$ cat src/rtl/frog_log_collision.sv
// Per-frame frog/log/water overlap counter for the river section.
// Decides "riding a log" vs "drowning" each frame and raises a debounced drown request.
module frog_log_collision #(
    parameter int CNT_W           = 12,
    parameter int H_ACTIVE        = 640,
    parameter int V_ACTIVE        = 480,
    parameter int LOG_MIN_PIX     = 16,
    parameter int WATER_MIN_PIX   = 16,
    parameter int DEBOUNCE_FRAMES = 2
) (
    input  logic             CLK,
    input  logic             RESETn,
    input  logic             startOfFrame,
    input  logic [10:0]      oCoord_X,
    input  logic [10:0]      oCoord_Y,
    input  logic             frog_draw_req,
    input  logic             log_draw_req,
    input  logic             water_draw_req,
    input  logic             drown_ack,
    output logic             frog_on_log,
    output logic             drown_req,
    output logic             frame_done,
    output logic [CNT_W-1:0] log_overlap_cnt
);

    typedef enum logic [1:0] {WAIT_FRAME, ACCUM, REQ} state_t;

    localparam logic [CNT_W-1:0] CNT_MAX = '1;
    localparam logic [2:0]       DBC_MAX = 3'(DEBOUNCE_FRAMES);

    state_t           state_reg;
    logic [2:0]       dbc_reg;
    logic [2:0]       dbc_inc;
    logic             active;
    logic [2:0]       hit;
    logic [CNT_W-1:0] cnt [3];
    logic             frog_seen;
    logic             log_ok;
    logic             water_ok;
    logic             on_log;
    logic             drown_frame;

    assign active = (32'(oCoord_X) < 32'(H_ACTIVE)) && (32'(oCoord_Y) < 32'(V_ACTIVE));

    // Water only counts where no log covers it: a frog on a log above water is safe.
    assign hit[0] = active & frog_draw_req;
    assign hit[1] = active & frog_draw_req & log_draw_req;
    assign hit[2] = active & frog_draw_req & water_draw_req & ~log_draw_req;

    genvar gi;
    generate
        for (gi = 0; gi < 3; gi++) begin : g_cnt
            logic [CNT_W-1:0] cnt_reg;
            // The startOfFrame pixel already belongs to the new frame, so it seeds the count.
            always_ff @(posedge CLK) begin
                if (RESETn)
                    cnt_reg <= '0;
                else if (startOfFrame)
                    cnt_reg <= CNT_W'(hit[gi]);
                else if (state_reg == WAIT_FRAME)
                    cnt_reg <= '0;
                else if (hit[gi] && cnt_reg != CNT_MAX)
                    cnt_reg <= cnt_reg + CNT_W'(1);
            end
            assign cnt[gi] = cnt_reg;
        end
    endgenerate

    assign frog_seen   = cnt[0] != '0;
    assign log_ok      = 32'(cnt[1]) >= 32'(LOG_MIN_PIX);
    assign water_ok    = 32'(cnt[2]) >= 32'(WATER_MIN_PIX);
    assign on_log      = frog_seen & log_ok;
    assign drown_frame = frog_seen & water_ok & ~log_ok;
    assign dbc_inc     = (dbc_reg >= DBC_MAX) ? DBC_MAX : dbc_reg + 3'd1;

    always_ff @(posedge CLK) begin
        if (RESETn) begin
            state_reg       <= WAIT_FRAME;
            dbc_reg         <= 3'd0;
            frog_on_log     <= 1'b0;
            drown_req       <= 1'b0;
            frame_done      <= 1'b0;
            log_overlap_cnt <= '0;
        end else begin
            frame_done <= 1'b0;
            if (startOfFrame && state_reg != WAIT_FRAME) begin
                frog_on_log     <= on_log;
                log_overlap_cnt <= cnt[1];
                frame_done      <= 1'b1;
            end
            case (state_reg)
                WAIT_FRAME: begin
                    if (startOfFrame)
                        state_reg <= ACCUM;
                end
                ACCUM: begin
                    if (startOfFrame) begin
                        if (drown_frame) begin
                            dbc_reg <= dbc_inc;
                            if (dbc_inc == DBC_MAX) begin
                                drown_req <= 1'b1;
                                state_reg <= REQ;
                            end
                        end else begin
                            dbc_reg <= 3'd0;
                        end
                    end
                end
                REQ: begin
                    // Debounce is frozen here; an ack landing on a frame edge discards that frame's vote.
                    if (drown_ack) begin
                        drown_req <= 1'b0;
                        dbc_reg   <= 3'd0;
                        state_reg <= ACCUM;
                    end
                end
                default: state_reg <= WAIT_FRAME;
            endcase
        end
    end

endmodule

$ cat config.mk
export PLATFORM = sky130hd
export DESIGN_NAME = frog_log_collision
export DESIGN_NICKNAME = d
export VERILOG_FILES = /design/src/rtl/frog_log_collision.sv
export SDC_FILE = /design/constraint.sdc
export NUM_CORES = 1
export LEC_CHECK = 0
export BUFFER_PORTS_ARGS = -buffer_cell sky130_fd_sc_hd__buf_4
export CAP_MARGIN = 10
export CORE_ASPECT_RATIO = 1.1
export CORE_UTILIZATION = 40
export DETAILED_ROUTE_END_ITERATION = 8
export SYNTH_ARGS = -nofsm -noshare
export SYNTH_HDL_FRONTEND = slang
export SYNTH_SLANG_ARGS = --single-unit
$ cat constraint.sdc
create_clock -name CLK -period 6.05 [get_ports CLK]
set_input_delay 1.21 -clock CLK [delete_from_list [all_inputs] [get_ports CLK]]
set_output_delay 1.21 -clock CLK [all_outputs]
set_load 0.01 [all_outputs]
# == Word-level counts from Yosys, hierarchy flattened ==
# Cells that the tools add are included.
# totals
inputBits,29
wordCells,83
register_bits,56
output_inout_bits,15
# classes
mux,26
order_cmp,5
eq_ne,11
reduce_logical,16
n_bitwise,9
n_addsub,4
# op_table
op,n
"12-bit by 1-bit adder with 12-bit output, second input constant",3
"12-bit inequality test, second input constant",3
"12-bit by 5-bit >= comparator with 1-bit output, second input constant",2
1-bit two-way mux,14
3-bit two-way mux,4
12-bit nonzero test,1
"11-bit by 10-bit < comparator with 1-bit output, second input constant",1
"11-bit by 9-bit < comparator with 1-bit output, second input constant",1
2-bit two-way mux,5
"2-bit inequality test, second input constant",5
5-bit AND reduction,2
3-bit nonzero test,3
1-bit AND,7
2-bit case mux with 3 select lines,1
3-bit case mux with 2 select lines,1
1-bit logical AND,5
2-bit nonzero test,2
"3-bit by 1-bit adder with 3-bit output, second input constant",1
"3-bit by 2-bit == test with 1-bit output, second input constant",1
"3-bit by 2-bit >= comparator with 1-bit output, second input constant",1
3-bit AND reduction,1
3-bit OR reduction,1
"2-bit by 1-bit == test with 1-bit output, second input constant",1
"2-bit == test, second input constant",1
3 further kinds,4

# == Depth between registers and ports, before layout ==
# logic_depth
depth_word,9
mapped_depth,6
depth_no_buf,6

# == Worst setup path before layout ==
# Ideal clock, no wire load.
# synth_timing
path_type,in2reg
start,input oCoord_X[10]
end,register g_cnt[0].cnt_reg[9]
arrival_ns,2.993
path_stages,5
setup_ns,0.070
required_ns,5.980
path_buffers,1
setup_slack_ns,2.987
path_cell_list,or4b_4 > or4_1 > buf_2 > or4_1 > a21oi_1
# synth_via
elab_chain_cells,4
# synth_rtl
item,line,rtl
start: declaration,14,"input logic [10:0] oCoord_X,"
11-bit by 10-bit < comparator with 1-bit output,43,assign active = (32'(oCoord_X) < 32'(H_ACTIVE)) && (32'(oCoord_Y) < 32'(V_ACTIVE));
1-bit logical AND,43,
1-bit AND,46,assign hit[0] = active & frog_draw_req;
1-bit logical AND,62,else if (hit[gi] && cnt_reg != CNT_MAX)
end signal: assignment,59,cnt_reg <= CNT_W'(hit[gi]);
end signal: assignment,63,cnt_reg <= cnt_reg + CNT_W'(1);
end: declaration,53,logic [CNT_W-1:0] cnt_reg;
# No other way between the ends.
# A chain may end at the register's enable or synchronous reset.

# == Final worst setup path ==
# layout_timing
start,input oCoord_X[10]
end,register g_cnt[2].cnt_reg[9]
# layout_via
elab_chain_cells,6
# layout_rtl
item,line,rtl
11-bit by 10-bit < comparator with 1-bit output,43,
1-bit logical AND,43,
1-bit AND (3 in series),48,assign hit[2] = active & frog_draw_req & water_draw_req & ~log_draw_req;
1-bit logical AND,62,
end signal: assignment,59,
end signal: assignment,63,
end: declaration,53,
# No other way between the ends.

==> flow_metrics.tcl <==
set metrics [dict create \
    outcome "complete, but fails checks" \
    failed_checks "design-rule violations" \
    ys_seq_area_share_pct 37.8 \
    rsz0062_at_grt "no" \
    grt-ovfl-total 0 \
    core_area_sq_um 7090 \
    synth_edf_count 0 \
    yosysTopAreaCell "dfxtp_1" \
    stdcell_count 472 \
    grt_pass1_wl_mm 12.1 \
    finalNetCount 423 \
    hold_violations 0 \
    tns_ns 0 \
    drt_pass1_iterations 6 \
    die_w_um 84.1 \
    async_flop_share_pct 0 \
    post-route-period-util_pct 52.5 \
    hold_end "log_overlap_cnt[5]" \
    required_ns 6.30 \
    tightest_slew_ns 0.995 \
    synth_fp_nets 404 \
    clk_latency_ns 0.31 \
    n_fill_cell 731 \
    r2r-start "g_cnt[2].cnt_reg[0]" \
    vias 2826 \
    holdCritStartpoint "log_overlap_cnt[5]" \
    netlist_instances 367 \
    cts-hold-fix-buffers 0 \
    fmax_mhz 315 \
    drt_iter0_markers 136 \
    antenna_found_initial 0 \
    dpl.hpwl_mm 4.90 \
    crit_type "input pin to flip-flop" \
    ant_nets 0 \
    synth_seq_cells 56 \
    synth_warnings 0 \
    grt_max_degree 28 \
    yosysMostFrequentCell "dfxtp_1" \
    slew_violations 0 \
    via_per_inst 5.99 \
    placed_cells 464 \
    io_pins 44 \
    synth_cell_types 43 \
    drive_gt1_share_pct 11.6 \
    synth.avg_cell_area_sq_um 8.08 \
    maxCapViolations 0 \
    post_cts_buffers 0 \
    drc 4 \
    dieArea_sq_um 7760 \
    crit_fanout 22 \
    min_path_cells 2 \
    end_kind "flip-flop" \
    cts_tree "done" \
    ys_top_cells_by_count "56 x dfxtp_1, 45 x a21oi_1, 42 x nand2_1" \
    place_ws_ns 2.52 \
    cts_max_level 2 \
    wire_per_inst_um 14.7 \
    wirelength_mm 6.92 \
    cts.sinks 56 \
    grt_pass1_vias 2623 \
    synth_top_cell_area_share_pct 37.8 \
    cts.path.max_buffers 2 \
    start_util_pct 41.8 \
    hp-class "flip-flop to flip-flop" \
    cts-resized-gates 0 \
    ys.flop_type "dfxtp_1" \
    max_slew_margin_pct 33.2 \
    cts_root_buffer "clkbuf_8" \
    largest_reg_flops 36 \
    antennaDiodeCount 0 \
    power.density_nw_per_um2 184 \
    cp_data_arrival_time_ns 3.43 \
    reg2reg_depth 6 \
    finalSetupViolCount 0 \
    area_delta_synth_final_pct 12.2 \
    grt_usage_pct 18.9 \
    startpoint_type "input pin" \
    fin_ws_ns 2.87 \
    cts_buffers 5 \
    port_buffers 31 \
    row_count 32 \
    chipHeight_um 92.3 \
    period_minus_slack_ns 3.18 \
    routabilityCongestion 0.771 \
    netlist_area_sq_um 2970 \
    p_leak_nw 1.09 \
    skew_ns 0.00959 \
    rr_endpoint "g_cnt[2].cnt_reg[8]" \
    ys_top_cells_by_area "dfxtp_1 38%, a21oi_1 7.6%, or4_1 5.6%" \
    path_clk_slew_ns 0.10 \
    peakVddDrop_v 0.0000939 \
    r2r_slack_ns 4.03 \
]
[kinds of logic after synthesis]
| kind of cell | share of synthesized area (%) |
|---|---|
| AND/OR/NAND/NOR | 31.3 |
| AO/OA/AOI/OAI | 22.4 |
| flip-flops | 37.8 |
| buffers and inverters | 4.47 |
| adder cells (fa/ha/maj) | 3.38 |
| multiplexers | 0.675 |
[layout make-up]
class                   count  area [sq um]  share of cell area [%]
multi-input cells         276          1710                    51.4
flip-flops and latches     56          1120                    33.7
repair buffers             34           255                    7.67
well taps                  85           106                    3.20
clock buffers               7          76.3                    2.29
inverters                  13          48.8                    1.47
clock inverters             1          8.76                   0.263
[metal layers]
layer  track usage, %  vias to the layer above  share of wire [%]
met5                0                        -                  0
li1                 -                     1450                  -
met2             32.1                       59                 46
met3             3.57                        6                4.1
met4             6.75                        0                1.1
met1             24.0                     1311                 48
[stage by stage]
step	total power [mW]	util, %	instance area, sq um	hold slack, ns
after floorplan	0.397	-	2970	0.445
final	0.611	47.0	3330	0.459
after detailed placement	0.413	45.8	3240	0.448
after CTS	0.620	47.0	3330	0.462
after global routing	0.637	47.0	3330	0.485
after global placement	0.413	45.8	3240	0.443
[cells in the final DEF, fill, tap and decap left out, types with 6 or more instances in the layout]
master,count
nand3_1,22
ha_1,8
nand2_1,42
or3_1,7
a21oi_1,45
and4_1,7
nor4_1,9
nor3_1,12
nor2_1,6
or4_1,22
inv_1,13
o31ai_1,19
dfxtp_1,56
buf_4,34
o21ai_0,8
nand4_1,17
o21a_1,7
[worst max-delay path: stages]
cell and delay (ns):
buf_4 0.12, nor4b_2 0.48, nand4_1 0.74, or4_1 0.73, a21oi_1 0.15
[how the worst max path moves through the flow]
| stage | slack (ns) | from | to | cells past startpoint |
|---|---|---|---|---|
| final | 2.87 | oCoord_X[10] | g_cnt[2].cnt_reg[9] | 5 |
| after detailed placement | 2.52 | oCoord_X[10] | g_cnt[2].cnt_reg[9] | 5 |
| after floorplan | 2.99 | oCoord_X[10] | g_cnt[0].cnt_reg[9] | 5 |
| after global routing | 2.62 | oCoord_X[10] | g_cnt[2].cnt_reg[4] | 5 |
| after CTS | 2.87 | oCoord_X[10] | g_cnt[2].cnt_reg[9] | 5 |
| after global placement | 2.61 | oCoord_X[10] | g_cnt[2].cnt_reg[3] | 5 |
[where the power goes]
group / internal, mW / switching (mW) / total, mW / leakage, nW
Combinational: 0.0136 / 0.0196 / 0.0332 / 0.595
Clock: 0.0832 / 0.124 / 0.207 / 0.0424
Sequential: 0.369 / 0.00177 / 0.371 / 0.451
Note: power is estimated with default switching activity, not from simulation.
